===== config.mk =====
export PLATFORM = sky130hd
export DESIGN_NAME = dmem_arbiter_flat
export DESIGN_NICKNAME = d
export VERILOG_FILES = /design/src/rtl/dmem_arbiter_pkg.sv /design/src/rtl/dmem_arbiter_if.sv /design/src/rtl/dmem_arbiter_rr_arbiter2.sv /design/src/rtl/dmem_arbiter.sv /design/src/flat_wrapper.sv
export SDC_FILE = /design/constraint.sdc
export NUM_CORES = 1
export LEC_CHECK = 0
export CAP_MARGIN = 30
export CORE_AREA = 2 2 88 90
export CTS_BUF_LIST = sky130_fd_sc_hd__clkbuf_8
export CTS_CLUSTER_SIZE = 40
export DETAILED_ROUTE_END_ITERATION = 12
export DIE_AREA = 0 0 90 92
export DONT_BUFFER_PORTS = 1
export GPL_ROUTABILITY_DRIVEN = 0
export MAX_ROUTING_LAYER = met4
export PLACE_DENSITY = 0.3
export RECOVER_POWER = 50
export SYNTH_ARGS = -nofsm -noshare
export SYNTH_HDL_FRONTEND = slang
export SYNTH_SLANG_ARGS = --single-unit
export TNS_END_PERCENT = 1

===== constraint.sdc =====
create_clock -name clk -period 1.55 [get_ports clk]
set_input_delay 0.155 -clock clk [delete_from_list [all_inputs] [get_ports clk]]
set_output_delay 0.155 -clock clk [all_outputs]
set_load 0.02 [all_outputs]

===== src/rtl/dmem_arbiter_pkg.sv =====
// Shared types and constants for the Riscv151 data-memory arbiter.
// Requester 0 is the CPU load/store path and requester 1 is the UART loader/debug port.
package dmem_arbiter_pkg;

  typedef enum logic {
    ST_IDLE = 1'b0,
    ST_WAIT = 1'b1
  } state_e;

  localparam logic REQ_CPU = 1'b0;
  localparam logic REQ_LDR = 1'b1;

  function automatic logic [1:0] onehot2(input logic idx);
    return idx ? 2'b10 : 2'b01;
  endfunction

endpackage


===== src/rtl/dmem_arbiter_if.sv =====
// Bundle of requester handshake and memory port signals for the data-memory arbiter.
// The slave modport is the arbiter's view; the master modport is the requesters and memory.
interface dmem_arbiter_if #(
  parameter int ADDR_WIDTH = 14,
  parameter int DATA_WIDTH = 32
);
  localparam int STRB_WIDTH = DATA_WIDTH / 8;

  logic [1:0]              req_valid;
  logic [1:0]              req_ready;
  logic [1:0]              req_we;
  logic [2*ADDR_WIDTH-1:0] req_addr;
  logic [2*DATA_WIDTH-1:0] req_wdata;
  logic [2*STRB_WIDTH-1:0] req_wstrb;
  logic [1:0]              resp_valid;
  logic [DATA_WIDTH-1:0]   resp_rdata;
  logic                    mem_en;
  logic [STRB_WIDTH-1:0]   mem_we;
  logic [ADDR_WIDTH-1:0]   mem_addr;
  logic [DATA_WIDTH-1:0]   mem_din;
  logic [DATA_WIDTH-1:0]   mem_dout;

  modport slave (
    input  req_valid, req_we, req_addr, req_wdata, req_wstrb, mem_dout,
    output req_ready, resp_valid, resp_rdata, mem_en, mem_we, mem_addr, mem_din
  );

  modport master (
    output req_valid, req_we, req_addr, req_wdata, req_wstrb, mem_dout,
    input  req_ready, resp_valid, resp_rdata, mem_en, mem_we, mem_addr, mem_din
  );

endinterface


===== src/rtl/dmem_arbiter_rr_arbiter2.sv =====
// Combinational two-way round-robin pick; the registered last grant lives in the parent.
module rr_arbiter2
  import dmem_arbiter_pkg::*;
(
  input  logic [1:0] req_valid,
  input  logic       last_grant,
  output logic       grant,
  output logic       any_valid
);

  always_comb begin
    grant     = REQ_CPU;
    any_valid = |req_valid;
    case (req_valid)
      2'b01:   grant = REQ_CPU;
      2'b10:   grant = REQ_LDR;
      2'b11:   grant = ~last_grant;
      default: grant = REQ_CPU;
    endcase
  end

endmodule


===== src/rtl/dmem_arbiter.sv =====
// Shares the single-port synchronous-read data memory between the CPU and the loader,
// one outstanding transaction at a time with round-robin fairness.
module dmem_arbiter
  import dmem_arbiter_pkg::*;
#(
  parameter int ADDR_WIDTH  = 14,
  parameter int DATA_WIDTH  = 32,
  parameter int MEM_LATENCY = 1
) (
  input  logic           clk,
  input  logic           rst,
  dmem_arbiter_if.slave  bus
);

  localparam int STRB_WIDTH = DATA_WIDTH / 8;
  localparam int CNT_WIDTH  = $clog2(MEM_LATENCY + 1);

  state_e                state_q, state_d;
  logic                  last_grant_q, last_grant_d;
  logic                  owner_q, owner_d;
  logic                  is_write_q, is_write_d;
  logic [CNT_WIDTH-1:0]  lat_cnt_q, lat_cnt_d;

  logic                  grant;
  logic                  any_valid;
  logic [ADDR_WIDTH-1:0] sel_addr;
  logic [DATA_WIDTH-1:0] sel_wdata;
  logic [STRB_WIDTH-1:0] sel_wstrb;
  logic                  sel_we;

  logic [1:0]            req_ready;
  logic [1:0]            resp_valid;
  logic [DATA_WIDTH-1:0] resp_rdata;
  logic                  mem_en;
  logic [STRB_WIDTH-1:0] mem_we;
  logic [ADDR_WIDTH-1:0] mem_addr;
  logic [DATA_WIDTH-1:0] mem_din;

  rr_arbiter2 u_rr (
    .req_valid  (bus.req_valid),
    .last_grant (last_grant_q),
    .grant      (grant),
    .any_valid  (any_valid)
  );

  assign sel_addr  = grant ? bus.req_addr[2*ADDR_WIDTH-1:ADDR_WIDTH]  : bus.req_addr[ADDR_WIDTH-1:0];
  assign sel_wdata = grant ? bus.req_wdata[2*DATA_WIDTH-1:DATA_WIDTH] : bus.req_wdata[DATA_WIDTH-1:0];
  assign sel_wstrb = grant ? bus.req_wstrb[2*STRB_WIDTH-1:STRB_WIDTH] : bus.req_wstrb[STRB_WIDTH-1:0];
  assign sel_we    = bus.req_we[grant];

  // Outputs are held at zero while rst is high so an abandoned WAIT never pulses resp_valid.
  always_comb begin
    state_d      = state_q;
    last_grant_d = last_grant_q;
    owner_d      = owner_q;
    is_write_d   = is_write_q;
    lat_cnt_d    = lat_cnt_q;
    req_ready    = '0;
    resp_valid   = '0;
    resp_rdata   = '0;
    mem_en       = 1'b0;
    mem_we       = '0;
    mem_addr     = '0;
    mem_din      = '0;
    if (!rst) begin
      case (state_q)
        ST_IDLE: begin
          if (any_valid) begin
            req_ready    = onehot2(grant);
            mem_en       = 1'b1;
            mem_we       = sel_we ? sel_wstrb : '0;
            mem_addr     = sel_addr;
            mem_din      = sel_wdata;
            state_d      = ST_WAIT;
            owner_d      = grant;
            last_grant_d = grant;
            is_write_d   = sel_we;
            lat_cnt_d    = CNT_WIDTH'(1);
          end
        end
        ST_WAIT: begin
          if (lat_cnt_q == CNT_WIDTH'(MEM_LATENCY)) begin
            resp_valid = onehot2(owner_q);
            resp_rdata = is_write_q ? '0 : bus.mem_dout;
            state_d    = ST_IDLE;
          end else begin
            lat_cnt_d = lat_cnt_q + CNT_WIDTH'(1);
          end
        end
        default: state_d = ST_IDLE;
      endcase
    end
  end

  always_ff @(posedge clk) begin
    if (rst) begin
      state_q      <= ST_IDLE;
      last_grant_q <= 1'b1;
      owner_q      <= 1'b0;
      is_write_q   <= 1'b0;
      lat_cnt_q    <= '0;
    end else begin
      state_q      <= state_d;
      last_grant_q <= last_grant_d;
      owner_q      <= owner_d;
      is_write_q   <= is_write_d;
      lat_cnt_q    <= lat_cnt_d;
    end
  end

  assign bus.req_ready  = req_ready;
  assign bus.resp_valid = resp_valid;
  assign bus.resp_rdata = resp_rdata;
  assign bus.mem_en     = mem_en;
  assign bus.mem_we     = mem_we;
  assign bus.mem_addr   = mem_addr;
  assign bus.mem_din    = mem_din;

endmodule


===== src/flat_wrapper.sv =====
// flat-port wrapper written by rule: the top's interface ports become plain ports
module dmem_arbiter_flat import dmem_arbiter_pkg::*;
#(
  parameter int ADDR_WIDTH  = 14,
  parameter int DATA_WIDTH  = 32,
  parameter int MEM_LATENCY = 1
)
  (clk, rst, bus_req_valid, bus_req_we, bus_req_addr, bus_req_wdata, bus_req_wstrb, bus_mem_dout, bus_req_ready, bus_resp_valid, bus_resp_rdata, bus_mem_en, bus_mem_we, bus_mem_addr, bus_mem_din);
  dmem_arbiter_if #(.ADDR_WIDTH(ADDR_WIDTH), .DATA_WIDTH(DATA_WIDTH)) bus_i ();
  input  logic clk;
  input  logic rst;
  input wire logic [$bits(bus_i.req_valid)-1:0] bus_req_valid;
  input wire logic [$bits(bus_i.req_we)-1:0] bus_req_we;
  input wire logic [$bits(bus_i.req_addr)-1:0] bus_req_addr;
  input wire logic [$bits(bus_i.req_wdata)-1:0] bus_req_wdata;
  input wire logic [$bits(bus_i.req_wstrb)-1:0] bus_req_wstrb;
  input wire logic [$bits(bus_i.mem_dout)-1:0] bus_mem_dout;
  output wire logic [$bits(bus_i.req_ready)-1:0] bus_req_ready;
  output wire logic [$bits(bus_i.resp_valid)-1:0] bus_resp_valid;
  output wire logic [$bits(bus_i.resp_rdata)-1:0] bus_resp_rdata;
  output wire logic [$bits(bus_i.mem_en)-1:0] bus_mem_en;
  output wire logic [$bits(bus_i.mem_we)-1:0] bus_mem_we;
  output wire logic [$bits(bus_i.mem_addr)-1:0] bus_mem_addr;
  output wire logic [$bits(bus_i.mem_din)-1:0] bus_mem_din;
  assign bus_i.req_valid = bus_req_valid;
  assign bus_i.req_we = bus_req_we;
  assign bus_i.req_addr = bus_req_addr;
  assign bus_i.req_wdata = bus_req_wdata;
  assign bus_i.req_wstrb = bus_req_wstrb;
  assign bus_i.mem_dout = bus_mem_dout;
  assign bus_req_ready = bus_i.req_ready;
  assign bus_resp_valid = bus_i.resp_valid;
  assign bus_resp_rdata = bus_i.resp_rdata;
  assign bus_mem_en = bus_i.mem_en;
  assign bus_mem_we = bus_i.mem_we;
  assign bus_mem_addr = bus_i.mem_addr;
  assign bus_mem_din = bus_i.mem_din;
  dmem_arbiter #(.ADDR_WIDTH(ADDR_WIDTH), .DATA_WIDTH(DATA_WIDTH), .MEM_LATENCY(MEM_LATENCY)) u_core (.clk(clk), .rst(rst), .bus(bus_i));
endmodule

==> reports/metrics.yaml, run 1 <==
rsz0062_at_grt: "true"
setup_viol: 27
dr_total_vias: 1637
grt_pass1_wl_microns: 8710
layout.nets: 375
ys_seq_area_share_pct: 7.16
worstSetupEndpointType: "primary output"
htreeDepth: 1
yosys.area.top_type_share_pct: 29.5
hp-class: "input port to register"
synth-seq-cells: 5
r2r_cells: 4
row_count: 32
hold_depth: 1
final_common_cell: "nand2_1"
io_pins: 225
n_fill_cell: 810
drc: 0
wl_per_cell_microns: 17.7
ant_nets: 0
relSlewSlack_pct: 75.4
yosys-top-cells-area: "a21oi_2, nand2_1, and2_1, dfxtp_1, buf_6"
cts_tree: "yes"
clock_latency_ps: 230
final_max_slew_viol_count: 0
core_area_sq_um: 7450
fin_crit_ps: 1610
register_area_sq_um: 104
grt_max_degree: 46
hold_violations: 0
status: "complete, but fails checks"
grt_usage_pct: 13.7
syn_inst: 232
routed_wirelength_microns: 6010
start_util_pct: 18.8
path_clk_slew_ps: 40
antenna_found_initial: 1
irDropWorstVdd_mv: 0.104
fmax_mhz: 621
power_density_nw_per_um2: 563
grt_remaining_overflow: 0
worstSetupPathType: "register to primary output"
tightest_slew_ps: 368
cp.arrival_ps: 1460
final_cell_mix: "nand2_1, and2_1, a21oi_2, a21oi_4, buf_4"
yosysWarningCount: 0
critPathLaunchType: "register"
multi_input_area_sq_um: 1380
dp_worst_setup_slack_ps: 58.0
fp.dieW_microns: 90
cts_buffers: 3
syn_to_final_growth_pct: 37.6
violations: "negative setup slack"
final_util_pct: 25.8
avgViaCountPerCell: 4.83
portBuffers: 0
crit_fanout: 27
detail_route.first_pass.iterations: 4
dieArea_sq_um: 8280
crit_required_ps: 1390
grt_pass1_vias: 1666
final.period_utilization_pct: 104
clockRootBuffer: "clkbuf_8"
fp.dieH_microns: 92
avgSynthCellArea_sq_um: 6.02
synth_nets: 370
final_layout_size_suffix_gt1_share_pct: 34.3
clock_path_buffers: 2
finalWorstSetupSlack_ps: -60.6
yosysUniqueCellTypes: 26
dp_hpwl_microns: 4590
p_leak_uw: 0.000669
drtIter0Drc: 52
cts.sinks: 5
synth_top_cell_by_area: "a21oi_2"
maxCapViolCount: 0
finalClockSkew_ps: 2.16
syn_area_sq_um: 1400
final cells by class:
cell class | count | share of cell area, %
well taps | 102 | 6.64
inverters | 3 | 0.586
clock inverters | 1 | 0.195
repair buffers | 20 | 13.1
diodes | 1 | 0.130
clock buffers | 3 | 2.15
multi-input cells | 204 | 71.8
flip-flops and latches | 5 | 5.40
where the power goes:
part	leakage, uW	total (uW)	switching (uW)	internal [uW]
clock	0.0000269	239	69.2	170
combinational	0.000601	688	469	220
sequential	0.0000416	155	11.0	144
cell usage after synthesis:
library cell  number
clkbuf_2           3
nor2_1             6
nor3_1             1
or3_1              1
a21oi_2           47
a21boi_2           1
o21bai_1           1
clkbuf_1           4
nand2_1           92
or2b_1             1
and2_1            32
a21bo_2            1
dfxtp_1            5
nand2b_1           2
buf_2              7
a21oi_1            4
nand3_1            8
o32ai_1            1
nand3b_1           1
nor2_2             1
o21ai_0            1
buf_6              6
nor3b_1            1
a211o_1            1
inv_1              3
mux2i_1            1
critical path, cell delays in order, from the launching register on:
cell and delay (ps):
dfxtp_2 310, or3_4 430, buf_12 190, a21oi_2 260
repair_timing:
action | CTS | global route
hold buffers | 1 | 0
cloned | 1 | 0
resized for setup | 33 | 7
setup buffers | 0 | 1
hold endpoints to repair | 1 | 0
setup endpoints to repair | 61 | 73
pin swaps | 0 | 3
metal layers:
metal	vias up	GRT usage (%)	part of all wire, %	wire length, microns
met1	725	11.9	31	1860
li1	756	-	-	-
met2	149	29.5	59	3550
met3	7	1.64	8.5	513
met4	0	4.62	1.4	82
met5	-	-	0	0
kinds of logic (layout without fill, tap and decap cells):
group / Yosys count / count (layout) / share of synthesized area, %
simple gates: 146 / 146 / 47.3
buf+inv: 23 / 27 / 10.3
mux: 1 / 1 / 0.716
other cells: 0 / 1 / 0
compound gates: 57 / 57 / 34.6
flops: 5 / 5 / 7.16
sequential cells by signal, summed over array words and instances, names as in the netlist:
name,cells
u_core.last_grant_q,1
u_core.state_q,1
u_core.is_write_q,1
u_core.owner_q,1
u_core.lat_cnt_q,1
path summary, 6_finish.rpt:
path	endpoint	startpoint	slack [ps]
min	u_core.last_grant_q	rst	30
max	bus_mem_din[21]	u_core.state_q	-60
max reg2reg	u_core.lat_cnt_q	u_core.state_q	270
min reg2reg	u_core.state_q	u_core.lat_cnt_q	450
metrics by stage:
step           cell area, sq um  total power [uW]  TNS [ps]  cells  hold WS, ps
2_1_floorplan              1400               636         0    232          224
3_3_place_gp               1600               746         0    331          228
3_5_place_dp               1600               747         0    331          228
4_1_cts                    1890              1090     -1470    337         26.2
5_1_grt                    1920              1140     -3120    339         28.9
6_report                   1920              1080     -1180    339         27.5
Note: power is estimated with default switching activity, not from simulation.
==> inputs of run 2 (changes only) <==
- SKIP_CTS_REPAIR_TIMING: not set -> 1
==> run 2 against run 1 <==
The run still ends with negative setup slack left. Register-to-register slack about the same. Worst hold slack lost 2.0 ps. Sequential share of layout area is 0.17 points lower. Count of clock-buffer cells in the layout did not move. Combinational power is 5.1% higher. Largest cell class unchanged. Highest routed layer unchanged.
==> reports/metrics.yaml, run 2 (synthesized netlist as in run 1, its figures left out) <==
status: "complete, but fails checks"
fmax_mhz: 627  # +1.0%
syn_to_final_growth_pct: 42.0
final.period_utilization_pct: 103  # -1.1 points
worst-path-buf-inv: 1  # unchanged
antenna_found_initial: 1  # unchanged
power_density_nw_per_um2: 563  # about the same
dr_total_vias: 1667  # +1.8%
dieArea_sq_um: 8280  # unchanged
clock_latency_ps: 220  # about the same
clock_path_buffers: 2  # unchanged
final_cell_mix: "nand2_1, and2_1, a21oi_2"
final_layout_size_suffix_gt1_share_pct: 35.6  # +1.2 points
tightest_slew_ps: 368  # +0.0565 ps
rsz0062_at_grt: "true"
layout.nets: 378  # +0.80%
sw_frac_of_total_pct: 50.1  # -0.58 points
violations: "negative setup slack"
worstSetupPathType: "register to primary output"
wl_per_cell_microns: 18.6  # +4.7%
power_frac_clock_pct: 21.4  # -0.7 points
finalInstanceArea_sq_um: 1980  # +3.2%
crit_family: "simple AND/OR/NAND/NOR gates"
io_pins: 225  # unchanged
final_cells: 342  # +0.88%
grt_max_degree: 46  # unchanged
grt_remaining_overflow: 0  # unchanged
p_seq_share_pct: 13.9  # -0.4 points
fp.dieW_microns: 90  # unchanged
irDropWorstVdd_mv: 0.106  # +1.6%
setup_tns_ps: -819  # +364 ps
dp_hpwl_microns: 4590  # unchanged
crit_required_ps: 1390  # about the same
hold_violations: 0  # unchanged
cts.sinks: 5  # unchanged
fin_crit_ps: 1590  # -16.3 ps
p_int_uw: 557  # +4.4%
start_util_pct: 18.8  # unchanged
core_area_sq_um: 7450  # unchanged
detail_route.first_pass.iterations: 4  # unchanged
drtIter0Drc: 56  # +7.7%
setup_viol: 30  # +11%
place_area_sq_um: 1600  # unchanged
final_common_cell: "nand2_1"
hp-class: "input port to register"
p_sw_uw: 560  # +2.0%
dp_worst_setup_slack_ps: 58.0  # unchanged
critPathLaunchType: "register"
ant_nets: 0  # unchanged
avgViaCountPerCell: 4.87  # +0.94%
row_count: 32  # unchanged
path_clk_slew_ps: 40  # about the same
worst_path_max_delay_cell: "or3_4"
final_util_pct: 26.6  # +0.82 points
cp.arrival_ps: 1440  # -20 ps
p_leak_uw: 0.000704  # +5.2%
final_max_slew_viol_count: 0  # unchanged
htreeDepth: 1  # unchanged
routed_wirelength_microns: 6350  # +5.7%
crit_fanout: 27  # unchanged
finalWorstSetupSlack_ps: -44.3  # +16.3 ps
worstSetupEndpointType: "primary output"
critPathMaxStageDelay_ps: 420  # about the same
maxCapViolCount: 0  # unchanged
drc: 0  # unchanged
clockRootBuffer: "clkbuf_8"
finalClockSkew_ps: 1.02  # -1.14 ps
grt_pass1_wl_microns: 7960  # -8.6%
cts_buffers: 3  # unchanged
fp.dieH_microns: 92  # unchanged
grt_usage_pct: 12.4  # -1.2 points
relSlewSlack_pct: 75.4  # about the same
path_cells: "or3_4 > buf_12 > a21oi_2"
cts_tree: "yes"
combPwrFrac_pct: 64.7  # +1.1 points
dp_cells: 331  # unchanged
portBuffers: 0  # unchanged
grt_pass1_vias: 1528  # -8.3%
-- run 2: path summary, 6_finish.rpt --
path	startpoint	endpoint	slack, ps	depth (start not counted)
setup / recovery	u_core.state_q	bus_mem_din[29]	-40	3
hold / removal	rst	u_core.last_grant_q	30	1
setup reg to reg	u_core.state_q	u_core.lat_cnt_q	270	4
hold reg to reg	u_core.lat_cnt_q	u_core.state_q	450	1
-- run 2: stage by stage --
stage	total power (uW)	hold WS [ps]
floorplan	636	224
global placement	746	228
detailed placement	747	228
CTS	989	-8.31
global route	1180	28.3
finish	1120	25.5
-- run 2: power by group through the flow --
stage	Clock [uW]	Combinational, uW	Sequential [uW]
after floorplan	0	482	154
after global placement	0	593	154
after detailed placement	0	593	154
after CTS	243	593	152
after global routing	249	771	158
final	239	723	155
-- run 2: per-layer routing --
metal / part of all wire, % / global-route usage, %
met1: 32 / 10.9
met2: 59 / 26.9
met3: 7.5 / 1.15
met4: 1.3 / 4.36
met5: 0 / -
-- run 2: cell type report --
class | instances | area [sq um]
fillers | 800 | 5460
multi-input cells | 204 | 1370
repair buffers | 23 | 323
well taps | 102 | 128
flip-flops and latches | 5 | 104
clock buffers | 3 | 41.3
inverters | 3 | 11.3
clock inverters | 1 | 3.75
diodes | 1 | 2.50
